**src/rtl/flash_cmd_issuer.sv**
```systemverilog
// Command-port initiator for the NAND flash controller: expands one host request
// into a spaced train of cmd/start_trs words, then waits for the controller's verdict.
module flash_cmd_issuer #(
  parameter int GAP_CYCLES     = 4,
  parameter int TIMEOUT_CYCLES = 24000000
) (
  input  logic        clk,
  input  logic        rst,
  input  logic        req_valid,
  output logic        req_ready,
  input  logic [2:0]  req_op,
  input  logic [23:0] req_addr_a,
  input  logic [23:0] req_addr_b,
  output logic [31:0] cmd,
  output logic        start_trs,
  input  logic        end_erase,
  input  logic        end_read,
  input  logic        end_init_flash_addr,
  input  logic        flash_cmd_incomplete,
  input  logic        nandflash_busy_Noresponse,
  output logic        done,
  output logic [1:0]  done_status,
  output logic        busy
);

  localparam logic [2:0] OP_ERASE       = 3'd1;
  localparam logic [2:0] OP_READ        = 3'd2;
  localparam logic [2:0] OP_INIT_ADDR   = 3'd3;
  localparam logic [2:0] OP_WRITE_START = 3'd4;
  localparam logic [2:0] OP_WRITE_STOP  = 3'd5;

  localparam logic [1:0] ST_OK         = 2'd0;
  localparam logic [1:0] ST_INCOMPLETE = 2'd1;
  localparam logic [1:0] ST_TIMEOUT    = 2'd2;
  localparam logic [1:0] ST_BAD_REQ    = 2'd3;

  localparam logic [31:0] GAP_LAST = 32'(GAP_CYCLES - 1);
  localparam logic [31:0] TMO_LAST = 32'(TIMEOUT_CYCLES - 1);

  typedef enum logic [2:0] {S_IDLE, S_SEND, S_GAP, S_WAIT, S_DONE} state_t;

  state_t      state;
  logic [2:0]  op_q;
  logic [23:0] addr_a_q;
  logic [23:0] addr_b_q;
  logic [2:0]  k;
  logic [31:0] gap_cnt;
  logic [31:0] tmo_cnt;

  function automatic logic [31:0] word_of(input logic [2:0] op, input logic [2:0] idx,
                                          input logic [23:0] a, input logic [23:0] b);
    logic [15:0] payload;
    case (idx)
      3'd1:    payload = {8'h00, a[23:16]};
      3'd2:    payload = a[15:0];
      3'd3:    payload = {8'h00, b[23:16]};
      3'd4:    payload = b[15:0];
      default: payload = 16'h0000;
    endcase
    return {5'b0, op, 5'b0, idx, payload};
  endfunction

  function automatic logic [2:0] last_idx(input logic [2:0] op);
    case (op)
      OP_ERASE:              return 3'd4;
      OP_READ, OP_INIT_ADDR: return 3'd2;
      default:               return 3'd0;
    endcase
  endfunction

  logic flag_hit;
  always_comb begin
    flag_hit = 1'b0;
    case (op_q)
      OP_ERASE:     flag_hit = end_erase;
      OP_READ:      flag_hit = end_read;
      OP_INIT_ADDR: flag_hit = end_init_flash_addr;
      default:      flag_hit = 1'b0;
    endcase
  end

  assign req_ready = (state == S_IDLE);
  assign busy      = (state != S_IDLE);

  // Outputs are loaded on the edge that enters a state, so start_trs and done
  // line up exactly with the SEND and DONE cycles.
  // NOTE: every register here is updated with <= so all of them see the same pre-edge values.
  always_ff @(posedge clk or negedge rst) begin
    if (!rst) begin
      state       <= S_IDLE;
      op_q        <= '0;
      addr_a_q    <= '0;
      addr_b_q    <= '0;
      k           <= '0;
      gap_cnt     <= '0;
      tmo_cnt     <= '0;
      cmd         <= '0;
      start_trs   <= 1'b0;
      done        <= 1'b0;
      done_status <= ST_OK;
    end else begin
      case (state)
        S_IDLE: begin
          done <= 1'b0;
          if (req_valid) begin
            op_q     <= req_op;
            addr_a_q <= req_addr_a;
            addr_b_q <= req_addr_b;
            k        <= '0;
            if (req_op >= OP_ERASE && req_op <= OP_WRITE_STOP) begin
              state     <= S_SEND;
              start_trs <= 1'b1;
              cmd       <= word_of(req_op, 3'd0, req_addr_a, req_addr_b);
            end else begin
              state       <= S_DONE;
              done        <= 1'b1;
              done_status <= ST_BAD_REQ;
            end
          end
        end
        S_SEND: begin
          start_trs <= 1'b0;
          gap_cnt   <= '0;
          state     <= S_GAP;
        end
        S_GAP: begin
          if (gap_cnt != GAP_LAST) begin
            gap_cnt <= gap_cnt + 32'd1;
          end else if (k != last_idx(op_q)) begin
            k         <= k + 3'd1;
            cmd       <= word_of(op_q, k + 3'd1, addr_a_q, addr_b_q);
            start_trs <= 1'b1;
            state     <= S_SEND;
          end else if (op_q == OP_WRITE_START || op_q == OP_WRITE_STOP) begin
            done        <= 1'b1;
            done_status <= ST_OK;
            state       <= S_DONE;
          end else begin
            tmo_cnt <= '0;
            state   <= S_WAIT;
          end
        end
        S_WAIT: begin
          if (flag_hit) begin
            done <= 1'b1; done_status <= ST_OK;         state <= S_DONE;
          end else if (flash_cmd_incomplete) begin
            done <= 1'b1; done_status <= ST_INCOMPLETE; state <= S_DONE;
          end else if (nandflash_busy_Noresponse || tmo_cnt == TMO_LAST) begin
            done <= 1'b1; done_status <= ST_TIMEOUT;    state <= S_DONE;
          end else begin
            tmo_cnt <= tmo_cnt + 32'd1;
          end
        end
        S_DONE: begin
          done  <= 1'b0;
          state <= S_IDLE;
        end
        default: state <= S_IDLE;
      endcase
    end
  end

endmodule

```
**config.mk**
```make
export PLATFORM = sky130hd
export DESIGN_NAME = flash_cmd_issuer
export DESIGN_NICKNAME = d
export VERILOG_FILES = /design/src/rtl/flash_cmd_issuer.sv
export SDC_FILE = /design/constraint.sdc
export NUM_CORES = 1
export LEC_CHECK = 0
export ABC_AREA = 1
export BUFFER_PORTS_ARGS = -buffer_cell sky130_fd_sc_hd__buf_4
export CAP_MARGIN = 40
export CORE_UTILIZATION = 55
export DETAILED_ROUTE_END_ITERATION = 16
export PLACE_DENSITY = 0.76
export SLEW_MARGIN = 20
export SYNTH_ARGS = -nofsm -noshare
export SYNTH_HDL_FRONTEND = slang
export SYNTH_SLANG_ARGS = --single-unit
```
**constraint.sdc**
```tcl
create_clock -name clk -period 3.3 [get_ports clk]
set_input_delay 0.33 -clock clk [delete_from_list [all_inputs] [get_ports clk]]
set_output_delay 0.33 -clock clk [all_outputs]
set_load 0.02 [all_outputs]
```
==> results of run 1 <==
[synthesized netlist by cell type, types with 16 or more instances]
master,count
buf_2,16
nor2_1,122
nand2_1,352
mux2_2,42
nand4_1,38
inv_1,87
o21ai_0,31
nand3_1,76
nor3_1,29
dfrtp_1,147
xor2_1,26
a21oi_1,26
[registers in the layout (all words and copies together) (netlist names)]
name         cells
gap_cnt         32
start_trs        1
tmo_cnt         32
addr_b_q        24
op_q             3
addr_a_q        24
done_status      2
cmd             22
done             1
state            3
k                3
[power by group through the flow]
stage               sequential [uW]  clock, uW  combinational [uW]
global route                   2640       2000                2880
finish                         2580       1890                2600
global placement               2600          0                2530
CTS                            2580       1930                2600
floorplan                      2630          0                1880
detailed placement             2610          0                2580
[metrics by stage]
step / power, uW / util, % / worst slack (ps) / hold slack (ps)
after floorplan: 4510 / - / 1570 / 34.4
after global placement: 5130 / 61.9 / 687 / 278
after detailed placement: 5180 / 61.9 / 619 / 279
after CTS: 7100 / 65.8 / 559 / 115
after global routing: 7520 / 65.8 / 309 / 121
final: 7080 / 65.8 / 510 / 132
[final cells by class]
class | count | area [um^2] | area share [%]
Timing Repair Buffer | 94 | 724 | 7.51
Clock buffer | 19 | 443 | 4.59
Multi-Input combinational cell | 814 | 4060 | 42.1
Sequential cell | 147 | 3680 | 38.2
Clock inverter | 11 | 129 | 1.34
Tap cell | 184 | 230 | 2.39
Inverter | 100 | 375 | 3.89
[logic make-up (layout without fill, tap and decap cells)]
group,count (synthesis),count (layout),share of synthesized area [%]
AOI/OAI and AO/OA,79,79,5.05
other,1,10,0.0450
xor gates and xnor gates,31,31,3.26
buffers and inverters,142,224,7.54
DFF,147,147,44.2
adders and majority gates,7,7,1.05
muxes,42,42,5.68
and+or+nand+nor,645,645,33.2
[worst max-delay path by stage]
stage | endpoint | cells past startpoint | startpoint | slack (ps)
floorplan | cmd[0] | 10 | state[0] | 1570
finish | cmd[24] | 7 | state[0] | 510
global route | cmd[24] | 7 | state[0] | 310
CTS | cmd[24] | 7 | state[0] | 560
global placement | cmd[9] | 7 | state[0] | 690
detailed placement | cmd[0] | 7 | state[0] | 620
[routing by layer]
layer	up-vias	track usage, %	share of wire, %
met2	243	42.3	46
met3	12	6.59	6.5
met4	0	6.74	0.78
li1	3681	-	-
met5	-	0	0
met1	3472	38.3	46
==> flow_metrics.tcl, run 1 <==
set metrics [dict create \
    finalMaxSlewViolations 0 \
    slew_headroom_pct 53.3 \
    crit_buf_inv 0 \
    core_um2 14600 \
    worstPathArrival_ps 3100 \
    ys_seq_area_share_pct 44.2 \
    synth_area_per_cell_um2 7.62 \
    end_kind "flip-flop" \
    antenna_cells 0 \
    fp.dieH_um 125 \
    cp.required_ps 3610 \
    timing.final.crit_share_pct 84.5 \
    yosysWarnings 0 \
    synth-edff-count 0 \
    fill_cells 1269 \
    overflow 0 \
    port_buffers 86 \
    via_per_inst 5.41 \
    num_rows 44 \
    grt_max_degree 70 \
    grt_usage_pct 27.2 \
    drv_cap 0 \
    cell_internal_pwr_uw 4320 \
    most-common-layout-cells "351 x nand2_1, 147 x dfrtp_1, 122 x nor2_1, 91 x buf_4, 87 x inv_1" \
    clockPowerShare_pct 26.8 \
    critPathSlowestCell "nand3_2" \
    status "finished, final reports clean" \
    tns_ps 0 \
    drc 0 \
    clockRootBuffer "clkbuf_16" \
    fin_nets 1240 \
    rr_worst_depth 7 \
    cts_resized 0 \
    ys_ff_latch 147 \
    path_cells "nor2_2, nand2_1, nor2_1, nor2_4, nand3_2, nand2_1, nand2_1" \
    cts_hold_buf 1 \
    dr.pass1.iters 7 \
    drive_gt1_share_pct 16.4 \
    vias 7408 \
    setup_viol 0 \
    htree_num_levels 4 \
    design_area_um2 9640 \
    clk_path_buf_depth 2 \
    grt_setup_unrepaired "false" \
    start_util_pct 56.9 \
    fin_skew_ps 10.7 \
    leakagePower_uw 0.00461 \
    min_delay_worst_endpoint "addr_b_q[2]" \
    p_sw_uw 2760 \
    finalHoldViolations 0 \
    crit_family "simple AND/OR/NAND/NOR gates" \
    io_pins 97 \
    synth_top_cell_by_area "dfrtp_1" \
    path_clk_slew_ps 60 \
    synth_top_area_share_pct 44.2 \
    vdd_ir_drop_max_uv 513 \
    fin_cells 1369 \
    yosysUniqueCellTypes 35 \
    r2r_slack_ps 510 \
    synth_area_leaders "dfrtp_1 44%, nand2_1 16%, mux2_2 5.7%, nor2_1 5.5%, nand3_1 4.6%" \
    hold_path_class "in2reg" \
    area_growth_pct 15.7 \
    gp_congestion 0.942 \
    drt.antenna.violating_nets 0 \
    drt_wl_total_um 20200 \
    dp_cells 1338 \
    post-dp-hpwl_um 14800 \
    post_cts_buffers 0 \
    cts_tree "built" \
    critPathMaxStageDelay_ps 570 \
    post_drt_wl_per_cell_um 14.8 \
    worst_pin_slew_ps 698 \
    path_class "reg2reg" \
    worstHoldStart "req_addr_b[2]" \
    cp_max_fo 25 \
    powerDensity_nw_per_um2 734 \
    grt_pass1_wl_um 33800 \
    reg2reg_from "state[0]" \
    antenna_found_initial 0 \
    final_common_cell "nand2_1" \
    rr_endpoint "cmd[24]" \
    drt_iter0_drc 658 \
    netlist_area_um2 8330 \
    holdPathStages 2 \
    grt_pass1_vias 6908 \
    pwr-share-comb_pct 36.7 \
    cts_buffers 17 \
    max_freq_mhz 358 \
    placed_cell_area_um2 9060 \
    worstSkewPairLatency_ps 430 \
    pwr-share-seq_pct 36.5 \
    path_common_cell "nand2_1" \
    netSwitchingFraction_pct 39.0 \
    cts_sinks 147 \
    synth_ff_type "dfrtp_1" \
    post-route-min-period_ps 2790 \
    synthArstFlopShare_pct 100 \
    dieArea_um2 15600 \
    die_x_um 125 \
    syn_inst 1094 \
    crit_path_start_kind "flip-flop" \
]
(Power assumes the default switching activity.)
==> inputs of run 2 (changes only) <==
CORE_UTILIZATION = 53   (was 55)
clock period = 2.3 ns   (was 3.3 ns; I/O delays follow)
==> run 2 against run 1 <==
  * Largest power group unchanged
  * Highest routed layer unchanged
  * Flip-flop and latch count unchanged
  * Clock skew is 1.9 ps lower
  * Maximum frequency is 32% higher
==> flow_metrics.tcl, run 2 (synthesis gave the netlist of run 1 again) <==
set metrics [dict create \
    die_x_um 127 \
    htree_num_levels 4 \
    gp_congestion 0.919 \
    grt_pass1_vias 7004 \
    drv_cap 0 \
    cp_max_fo 16 \
    cts_tree "built" \
    drt_wl_total_um 20800 \
    worstHoldStart "req_addr_a[14]" \
    setup_viol 0 \
    min_delay_worst_endpoint "addr_a_q[14]" \
    post_drt_wl_per_cell_um 14.8 \
    dr.pass1.iters 5 \
    final_common_cell "nand2_1" \
    rr_worst_depth 12 \
    post-dp-hpwl_um 15000 \
    hold_path_class "in2reg" \
    drt.antenna.violating_nets 0 \
    fill_cells 1346 \
    antenna_found_initial 0 \
    most-common-layout-cells "351 x nand2_1, 147 x dfrtp_1, 122 x nor2_1, 101 x buf_4, 87 x inv_1" \
    core_um2 15300 \
    overflow 0 \
    vdd_ir_drop_max_uv 751 \
    critPathSlowestCell "dfrtp_1" \
    path_class "reg2reg" \
    crit_family "simple AND/OR/NAND/NOR gates" \
    area_growth_pct 17.6 \
    finalMaxSlewViolations 0 \
    fin_skew_ps 8.81 \
    drt_iter0_drc 541 \
    max_freq_mhz 473 \
    critPathMaxStageDelay_ps 380 \
    worstSkewPairLatency_ps 420 \
    antenna_cells 0 \
    dieArea_um2 16200 \
    drive_gt1_share_pct 17.4 \
    grt_setup_unrepaired "false" \
    drc 0 \
    timing.final.crit_share_pct 91.9 \
    grt_pass1_wl_um 34500 \
    powerDensity_nw_per_um2 1050 \
    holdPathStages 2 \
    finalHoldViolations 0 \
    via_per_inst 5.31 \
    whs_ps 33.9 \
    largestRegisters "gap_cnt (32), tmo_cnt (32)" \
    startpoint "gap_cnt[0]" \
    path_cells "ha_1, inv_2, nor2_1, nand2_1, nor2_1, nand2_1, nor2_1, nor2_1, nor2_4, nand3_4, nand2_1, nand2_1" \
    cts_sinks 147 \
    status "finished, final reports clean" \
    worst_pin_slew_ps 534 \
    worstPathArrival_ps 2420 \
    post-route-min-period_ps 2110 \
    cts_buffers 17 \
    rr_endpoint "tmo_cnt[16]" \
    reg2reg_from "gap_cnt[0]" \
    path_clk_slew_ps 70 \
    clk_path_buf_depth 2 \
    seq_area_um2 3680 \
    multiInputGateArea_um2 4090 \
    dp_cells 1376 \
    grt_usage_pct 26.8 \
    port_buffers 86 \
    vias 7482 \
    crit_path_start_kind "flip-flop" \
    start_util_pct 54.6 \
    slew_headroom_pct 64.4 \
    fp.dieH_um 127 \
    r2r_slack_ps 190 \
    end_kind "flip-flop" \
    io_pins 97 \
    num_rows 45 \
    fin_cells 1409 \
    cp.required_ps 2610 \
    leakagePower_uw 0.00468 \
    crit_buf_inv 1 \
    tns_ps 0 \
    clockRootBuffer "clkbuf_16" \
    fin_nets 1252 \
    grt_max_degree 56 \
]
## run 2: cell count changes in the layout (fill, tap and decap cells not counted), sizes merged
cell / delta
buf: +11
inv: +3
clkbuf: -2
bufinv: -1
clkinv: +1
nand3: +1
## run 2: worst max path at each step
stage               depth (start not counted)           to  slack [ps]
floorplan                                  10       cmd[0]         570
detailed placement                          8  gap_cnt[25]         180
global route                               12  tmo_cnt[22]          30
global placement                            8  gap_cnt[29]         150
CTS                                        12       cmd[8]         110
finish                                     12  tmo_cnt[16]         190
## run 2: per-layer routing
layer | GRT usage [%] | wire [um]
met3 | 6.24 | 1390
met4 | 6.02 | 269
met1 | 37.6 | 9550
met2 | 42.4 | 9610
met5 | 0 | 0
## run 2: worst reg2reg max path, cell delays in order, from the launching register on
cell     delay (ps)
dfrtp_1         380
ha_1            210
inv_2            70
nor2_1           90
nand2_1          60
nor2_1          100
nand2_1          90
nor2_1          100
nor2_1          120
nor2_4          310
nand3_4         280
nand2_1         130
nand2_1          60
## run 2: repair_timing
action	4_1_cts	5_1_grt
hold buffers	1	0
setup endpoints to repair	0	44
setup buffers	0	0
endpoints found under the hold margin	50	0
resized for setup	0	3
## run 2: area by class of cell
cell class,instances,area share (%)
clock buffer,17,4.34
clock inverter,14,1.51
inverter,100,3.84
multi-input combinational,815,41.7
sequential,147,37.5
tap,211,2.69
timing repair buffer,105,8.36
## run 2: per-stage QoR
stage / total power (uW) / util [%] / worst slack (ps) / cell area (um^2)
6_report: 10300 / 64.2 / 186 / 9800
5_1_grt: 11000 / 64.2 / 27.3 / 9800
4_1_cts: 10200 / 64.0 / 113 / 9770
3_5_place_dp: 7510 / 60.2 / 179 / 9190
3_3_place_gp: 7410 / 60.2 / 154 / 9190
2_1_floorplan: 6470 / - / 571 / 8370
## run 2: report_power, final
part	internal, uW	switching, uW	total, uW
Combinational	1400	2520	3920
Clock	1520	1190	2710
Sequential	3270	427	3700
Total	6190	4140	10300
